<file path="src/rtl/mem_bus_arbiter_if.sv">
// mem_bus_arbiter_if
//   Bundles the requester-side handshake and the memory-side bus of the
//   memory port arbiter.
//   Modports:
//     slave  - the arbiter: takes req/we/addr/wdata and mem_rdata,
//              drives gnt/done/rdata/busy and the mem_* command.
//     master - the requesters plus memory around the arbiter.
//   Signals:
//     req, we      N_REQ       level request / per-requester write enable
//     addr         N_REQ*AW    requester i at [i*AW +: AW]
//     wdata        N_REQ*DW    requester i at [i*DW +: DW]
//     gnt, done    N_REQ       one-hot grant / one-cycle completion pulse
//     rdata        DW          read data of the last completed read
//     busy         1           arbiter not idle
//     mem_en/we    1           memory enable / write enable
//     mem_addr     AW          latched memory address
//     mem_wdata    DW          latched memory write data
//     mem_rdata    DW          memory read data
interface mem_bus_arbiter_if #(
  parameter int N_REQ = 3,
  parameter int AW    = 8,
  parameter int DW    = 8
);
  logic [N_REQ-1:0]    req;
  logic [N_REQ-1:0]    we;
  logic [N_REQ*AW-1:0] addr;
  logic [N_REQ*DW-1:0] wdata;
  logic [N_REQ-1:0]    gnt;
  logic [N_REQ-1:0]    done;
  logic [DW-1:0]       rdata;
  logic                busy;
  logic                mem_en;
  logic                mem_we;
  logic [AW-1:0]       mem_addr;
  logic [DW-1:0]       mem_wdata;
  logic [DW-1:0]       mem_rdata;

  modport slave (
    input  req, we, addr, wdata, mem_rdata,
    output gnt, done, rdata, busy, mem_en, mem_we, mem_addr, mem_wdata
  );

  modport master (
    output req, we, addr, wdata, mem_rdata,
    input  gnt, done, rdata, busy, mem_en, mem_we, mem_addr, mem_wdata
  );
endinterface

</file>
<file path="src/rtl/mem_bus_arbiter.sv">
// mem_bus_arbiter
//   Shares the single processor memory port among N_REQ requesters
//   (0 = instruction fetch, 1 = load/store, 2 = debug/loader). In IDLE it
//   picks a winner, latches its command, holds the memory enabled for
//   MEM_LAT cycles, then pulses done for one cycle and returns to IDLE.
//   Ports:
//     clk    in  system clock, rising edge
//     reset  in  asynchronous, active-low reset
//     bus    mem_bus_arbiter_if.slave (requester handshake + memory bus)
//   Build option:
//     ARB_ROUND_ROBIN_EN - round-robin arbitration; otherwise fixed
//                          priority with the lowest index winning.
//
//   state  | meaning
//   IDLE   | waiting for any req; winner chosen and latched on the edge
//   ACCESS | mem_en held for MEM_LAT cycles, gnt to the winner
//   DONE   | one-cycle done pulse to the winner, gnt still high
module mem_bus_arbiter #(
  parameter int N_REQ   = 3,
  parameter int AW      = 8,
  parameter int DW      = 8,
  parameter int MEM_LAT = 2
) (
  input logic             clk,
  input logic             reset,
  mem_bus_arbiter_if.slave bus
);
  localparam int CW = (MEM_LAT > 1) ? $clog2(MEM_LAT + 1) : 1;
  localparam int IW = (N_REQ > 1) ? $clog2(N_REQ) : 1;
  localparam logic [N_REQ-1:0] ONE = N_REQ'(1);

  typedef enum logic [1:0] {IDLE, ACCESS, DONE} state_t;

  state_t           state_q, state_d;
  logic [CW-1:0]    cnt_q;
  logic [N_REQ-1:0] win_q;
  logic             we_q;
  logic [AW-1:0]    addr_q;
  logic [DW-1:0]    wdata_q;
  logic [DW-1:0]    rdata_q;

  logic [IW-1:0]    pick;
  logic             sel_we;
  logic [AW-1:0]    sel_addr;
  logic [DW-1:0]    sel_wdata;

`ifdef ARB_ROUND_ROBIN_EN
  logic [IW-1:0]    ptr_q;
  int               dist;
  int               best;

  // Winner is the requester at the smallest rotational distance past ptr_q.
  always_comb begin
    pick = '0;
    best = N_REQ;
    dist = 0;
    for (int i = 0; i < N_REQ; i++) begin
      dist = (i + N_REQ - 1 - int'(ptr_q)) % N_REQ;
      if (bus.req[i] && dist < best) begin
        best = dist;
        pick = IW'(i);
      end
    end
  end
`else
  // Scan downwards so the lowest requesting index is the last assignment.
  always_comb begin
    pick = '0;
    for (int i = N_REQ - 1; i >= 0; i--) begin
      if (bus.req[i]) pick = IW'(i);
    end
  end
`endif

  always_comb begin
    sel_we    = 1'b0;
    sel_addr  = '0;
    sel_wdata = '0;
    for (int i = 0; i < N_REQ; i++) begin
      if (pick == IW'(i)) begin
        sel_we    = bus.we[i];
        sel_addr  = bus.addr[i*AW +: AW];
        sel_wdata = bus.wdata[i*DW +: DW];
      end
    end
  end

  always_comb begin
    state_d = state_q;
    case (state_q)
      IDLE:    if (|bus.req) state_d = ACCESS;
      ACCESS:  if (cnt_q == '0) state_d = DONE;
      DONE:    state_d = IDLE;
      default: state_d = IDLE;
    endcase
  end

  always_ff @(posedge clk or negedge reset) begin
    if (!reset) begin
      state_q <= IDLE;
      cnt_q   <= '0;
      win_q   <= '0;
      we_q    <= 1'b0;
      addr_q  <= '0;
      wdata_q <= '0;
      rdata_q <= '0;
`ifdef ARB_ROUND_ROBIN_EN
      ptr_q   <= IW'(N_REQ - 1);
`endif
    end else begin
      state_q <= state_d;
      case (state_q)
        IDLE: begin
          if (|bus.req) begin
            win_q   <= ONE << pick;
            we_q    <= sel_we;
            addr_q  <= sel_addr;
            wdata_q <= sel_wdata;
            cnt_q   <= CW'(MEM_LAT - 1);
`ifdef ARB_ROUND_ROBIN_EN
            ptr_q   <= pick;
`endif
          end
        end
        ACCESS: begin
          if (cnt_q != '0) cnt_q <= cnt_q - 1'b1;
          else if (!we_q)  rdata_q <= bus.mem_rdata;
        end
        default: ;
      endcase
    end
  end

  // Outputs decode straight from the state register so an async reset
  // drops gnt/mem_en/mem_we immediately.
  assign bus.gnt       = (state_q == ACCESS || state_q == DONE) ? win_q : '0;
  assign bus.done      = (state_q == DONE) ? win_q : '0;
  assign bus.busy      = (state_q != IDLE);
  assign bus.mem_en    = (state_q == ACCESS);
  assign bus.mem_we    = (state_q == ACCESS) && we_q;
  assign bus.mem_addr  = addr_q;
  assign bus.mem_wdata = wdata_q;
  assign bus.rdata     = rdata_q;
endmodule

</file>
<file path="src/flat_wrapper.sv">
// flat-port wrapper written by rule: the top's interface ports become plain ports
module mem_bus_arbiter_flat 
#(
  parameter int N_REQ   = 3,
  parameter int AW      = 8,
  parameter int DW      = 8,
  parameter int MEM_LAT = 2
)
  (clk, reset, bus_req, bus_we, bus_addr, bus_wdata, bus_mem_rdata, bus_gnt, bus_done, bus_rdata, bus_busy, bus_mem_en, bus_mem_we, bus_mem_addr, bus_mem_wdata);
  mem_bus_arbiter_if #(.N_REQ(N_REQ), .AW(AW), .DW(DW)) bus_i ();
  input logic clk;
  input logic reset;
  input wire logic [$bits(bus_i.req)-1:0] bus_req;
  input wire logic [$bits(bus_i.we)-1:0] bus_we;
  input wire logic [$bits(bus_i.addr)-1:0] bus_addr;
  input wire logic [$bits(bus_i.wdata)-1:0] bus_wdata;
  input wire logic [$bits(bus_i.mem_rdata)-1:0] bus_mem_rdata;
  output wire logic [$bits(bus_i.gnt)-1:0] bus_gnt;
  output wire logic [$bits(bus_i.done)-1:0] bus_done;
  output wire logic [$bits(bus_i.rdata)-1:0] bus_rdata;
  output wire logic [$bits(bus_i.busy)-1:0] bus_busy;
  output wire logic [$bits(bus_i.mem_en)-1:0] bus_mem_en;
  output wire logic [$bits(bus_i.mem_we)-1:0] bus_mem_we;
  output wire logic [$bits(bus_i.mem_addr)-1:0] bus_mem_addr;
  output wire logic [$bits(bus_i.mem_wdata)-1:0] bus_mem_wdata;
  assign bus_i.req = bus_req;
  assign bus_i.we = bus_we;
  assign bus_i.addr = bus_addr;
  assign bus_i.wdata = bus_wdata;
  assign bus_i.mem_rdata = bus_mem_rdata;
  assign bus_gnt = bus_i.gnt;
  assign bus_done = bus_i.done;
  assign bus_rdata = bus_i.rdata;
  assign bus_busy = bus_i.busy;
  assign bus_mem_en = bus_i.mem_en;
  assign bus_mem_we = bus_i.mem_we;
  assign bus_mem_addr = bus_i.mem_addr;
  assign bus_mem_wdata = bus_i.mem_wdata;
  mem_bus_arbiter #(.N_REQ(N_REQ), .AW(AW), .DW(DW), .MEM_LAT(MEM_LAT)) u_core (.clk(clk), .reset(reset), .bus(bus_i));
endmodule
</file>
<file path="config.mk">
export PLATFORM = sky130hd
export DESIGN_NAME = mem_bus_arbiter_flat
export DESIGN_NICKNAME = d
export VERILOG_FILES = /design/src/rtl/mem_bus_arbiter_if.sv /design/src/rtl/mem_bus_arbiter.sv /design/src/flat_wrapper.sv
export SDC_FILE = /design/constraint.sdc
export NUM_CORES = 1
export LEC_CHECK = 0
export BUFFER_PORTS_ARGS = -buffer_cell sky130_fd_sc_hd__buf_4
export CORE_MARGIN = 5
export CORE_UTILIZATION = 45
export DETAILED_ROUTE_END_ITERATION = 10
export HOLD_SLACK_MARGIN = 0.05
export MAX_ROUTING_LAYER = met4
export PLACE_DENSITY = 0.82
export SETUP_SLACK_MARGIN = 0.1
export SLEW_MARGIN = 15
export SYNTH_ARGS = -nofsm -noshare
export SYNTH_HDL_FRONTEND = slang
export SYNTH_SLANG_ARGS = --single-unit
</file>
<file path="constraint.sdc">
create_clock -name clk -period 1.8 [get_ports clk]
set_input_delay 0.27 -clock clk [delete_from_list [all_inputs] [get_ports clk]]
set_output_delay 0.27 -clock clk [all_outputs]
set_load 0.02 [all_outputs]
</file>
==> flow_metrics.env <==
export IMPL_rrSetupSlack_ns=0.23
export IMPL_cts_buffers=5
export IMPL_critPathCaptureType="output port"
export IMPL_worst_pin_slew_ns=0.406
export IMPL_cts_max_path_buffers=2
export IMPL_power_density_mw_per_mm2=1530
export IMPL_finalMaxSlewViolations=0
export IMPL_first_pass_iters=4
export IMPL_grt_pass1_wl_mm=8.14
export IMPL_critPathLaunchType="flip-flop"
export IMPL_synth_simple_gate_area_share_pct=27.1
export IMPL_die_width_um=74.8
export IMPL_finalInstanceArea_mm2=0.00275
export IMPL_busiest_layer="met2"
export IMPL_period_share_pct=90.1
export IMPL_hold_viol=0
export IMPL_grt_max_degree=33
export IMPL_initial_core_util_pct=46.9
export IMPL_synthCells=200
export IMPL_antenna_left=0
export IMPL_max_freq_mhz=617
export IMPL_drt_iter0_drc=83
export IMPL_gp_congestion=0.752
export IMPL_layout_common_cells="buf_4, dfrtp_1, nor2_1"
export IMPL_p_leak_nw=1.33
export IMPL_cts_post_setup_buffers_inserted=0
export IMPL_finalSetupTns_ns=0
export IMPL_nNetsFinal=365
export IMPL_fp_dieH_um=74.8
export IMPL_h_tree_depth=2
export IMPL_yosysWarningCount=0
export IMPL_synth_fa_ha_area_share_pct=2.65
export IMPL_syn_to_final_growth_pct=45.7
export IMPL_clock_latency_ns=0.29
export IMPL_cts_sinks=32
export IMPL_status="complete, no violations"
export IMPL_grt_use_met1_pct=23.1
export IMPL_synth_top_family_by_area="simple AND/OR/NAND/NOR gates"
export IMPL_synth_cell_area_mm2=0.00189
export IMPL_worstSetupPathType="reg2out"
export IMPL_critPathRequiredTime_ns=1.53
export IMPL_slew_headroom_pct=72.9
export IMPL_row_count=23
export IMPL_finalWirelength_mm=5.29
export IMPL_final_min_clock_period_ns=1.62
export IMPL_via_per_inst=5.12
export IMPL_ir_drop_mv=0.614
export IMPL_dp_hpwl_mm=4.10
export IMPL_grt_total_usage_pct=19.6
export IMPL_io_pins=97
export IMPL_fp_dieArea_mm2=0.00560
export IMPL_worstPathArrival_ns=1.35
export IMPL_cts_root_buf="clkbuf_8"
export IMPL_pre_cts_ws_ns=0.149
export IMPL_setup_violations=0
export IMPL_worst_slack_ns=0.179
export IMPL_critPathMaxFanout=6
export IMPL_rsz0062_at_grt="no"
export IMPL_drc_errors=0
export IMPL_num_vias=1778
export IMPL_portBuffers=96
export IMPL_met2_usage_pct=32.1
export IMPL_synth_ff_latch_count=32
export IMPL_antenna_found_initial=0
export IMPL_layout_commonest_cell="buf_4"
export IMPL_dpl_instance_area_mm2=0.00265
export IMPL_syn_nets=268
export IMPL_cts_tree="yes"
export IMPL_insertedDiodeCount=0
export IMPL_synth_xor_area_share_pct=0
export IMPL_hold_class="in2reg"
export IMPL_use_met3_pct=6.14
export IMPL_avgSynthCellArea_um2=9.45
export IMPL_finClkSkew_ns=0.00765
export IMPL_seq_area_frac_synth_pct=42.4
export IMPL_yosysUniqueCellTypes=30
export IMPL_drive_gt1_share_pct=40.1
export IMPL_maxCapViolCount=0
export IMPL_clk_pin_slew_ns=0.06
export IMPL_gr_total_overflow=0
export IMPL_core_mm2=0.00403
export IMPL_muxShareOfSynthArea_pct=4.77
export IMPL_post_drt_wl_per_cell_um=15.2
export IMPL_grt_pass1_vias=1824
export IMPL_synth_compound_gate_area_share_pct=17.3
==> sequential cells by signal (all words and copies together), names as in the netlist <==
register and cells:
u_core.bus.mem_wdata 8, u_core.win_q 3, u_core.bus.rdata 8, u_core.cnt_q 2, u_core.we_q 1, u_core.bus.mem_addr 8
u_core.state_q 2
==> where the power goes <==
part	internal (mW)	switching (mW)
combinational	1.06	1.24
sequential	1.08	0.209
clock	0.340	0.263
==> critical path: stages, from the launching register on <==
cell	delay (ns)
dfrtp_1	0.38
inv_1	0.07
ha_1	0.19
buf_4	0.15
and2_1	0.13
buf_4	0.15
==> layout make-up <==
type	count	area, µm²
clock buffers	7	96.3
inverters	6	22.5
flip-flops and latches	32	801
fillers	355	1270
multi-input cells	147	981
well taps	50	62.6
repair buffers	105	791
==> synth_stat cells (all sizes together) <==
cell	number	area (µm²)
a211oi	1	12.5
a21oi	19	95.1
a22o	2	17.5
a22oi	1	7.51
and2	7	43.8
and2b	1	8.76
and3	1	11.3
buf	14	85.1
clkbuf	1	3.75
dfrtp	32	801
ha	4	50.1
inv	6	22.5
mux2	8	90.1
nand2	19	71.3
nand2b	17	106
nor2	23	86.3
nor4b	1	15.0
o21ai	3	18.8
o21ba	1	10.0
o2bb2ai	1	8.76
o31ai	19	156
or2	1	6.26
or3b	17	149
or4b	1	13.8
==> what timing repair did <==
item	in CTS	in global routing
hold buffers	1	0
endpoints found under the setup margin	0	8
gates resized for setup	0	1
endpoints found under the hold margin	32	0
==> metrics by stage <==
step / cells / total power, mW / hold WS, ns / util (%)
6_report: 347 / 4.21 / 0.202 / 68.4
5_1_grt: 347 / 4.49 / 0.200 / 68.4
3_5_place_dp: 339 / 3.64 / 0.237 / 65.7
2_1_floorplan: 200 / 2.68 / -0.0256 / -
4_1_cts: 347 / 4.25 / 0.199 / 68.3
3_3_place_gp: 339 / 3.54 / 0.227 / 65.7
==> kinds of logic (layout without fill, tap and decap cells) <==
group           after synthesis  in the layout
flops                        32             32
simple gates                 88             88
buf+inv                      21            118
fa+ha+maj                     4              4
compound gates               47             47
mux                           8              8
==> metal layers <==
layer	share of wire (%)	vias to the layer above
met5	0	-
met4	1.1	0
met3	10	8
met2	49	82
met1	40	808
li1	-	880
==> worst paths after layout <==
kind,to,cells after the start,startpoint
setup / recovery,bus_mem_we,5,u_core.state_q[1]
hold / removal,u_core.bus.rdata[4],2,bus_mem_rdata[4]
setup reg to reg,u_core.bus.rdata[2],5,u_core.cnt_q[0]
hold reg to reg,u_core.bus.mem_addr[1],2,u_core.bus.mem_addr[1]
max in group asynchronous,u_core.state_q[1],2,reset
min in group asynchronous,u_core.bus.mem_wdata[1],2,reset
Note: power is estimated with default switching activity, not from simulation.
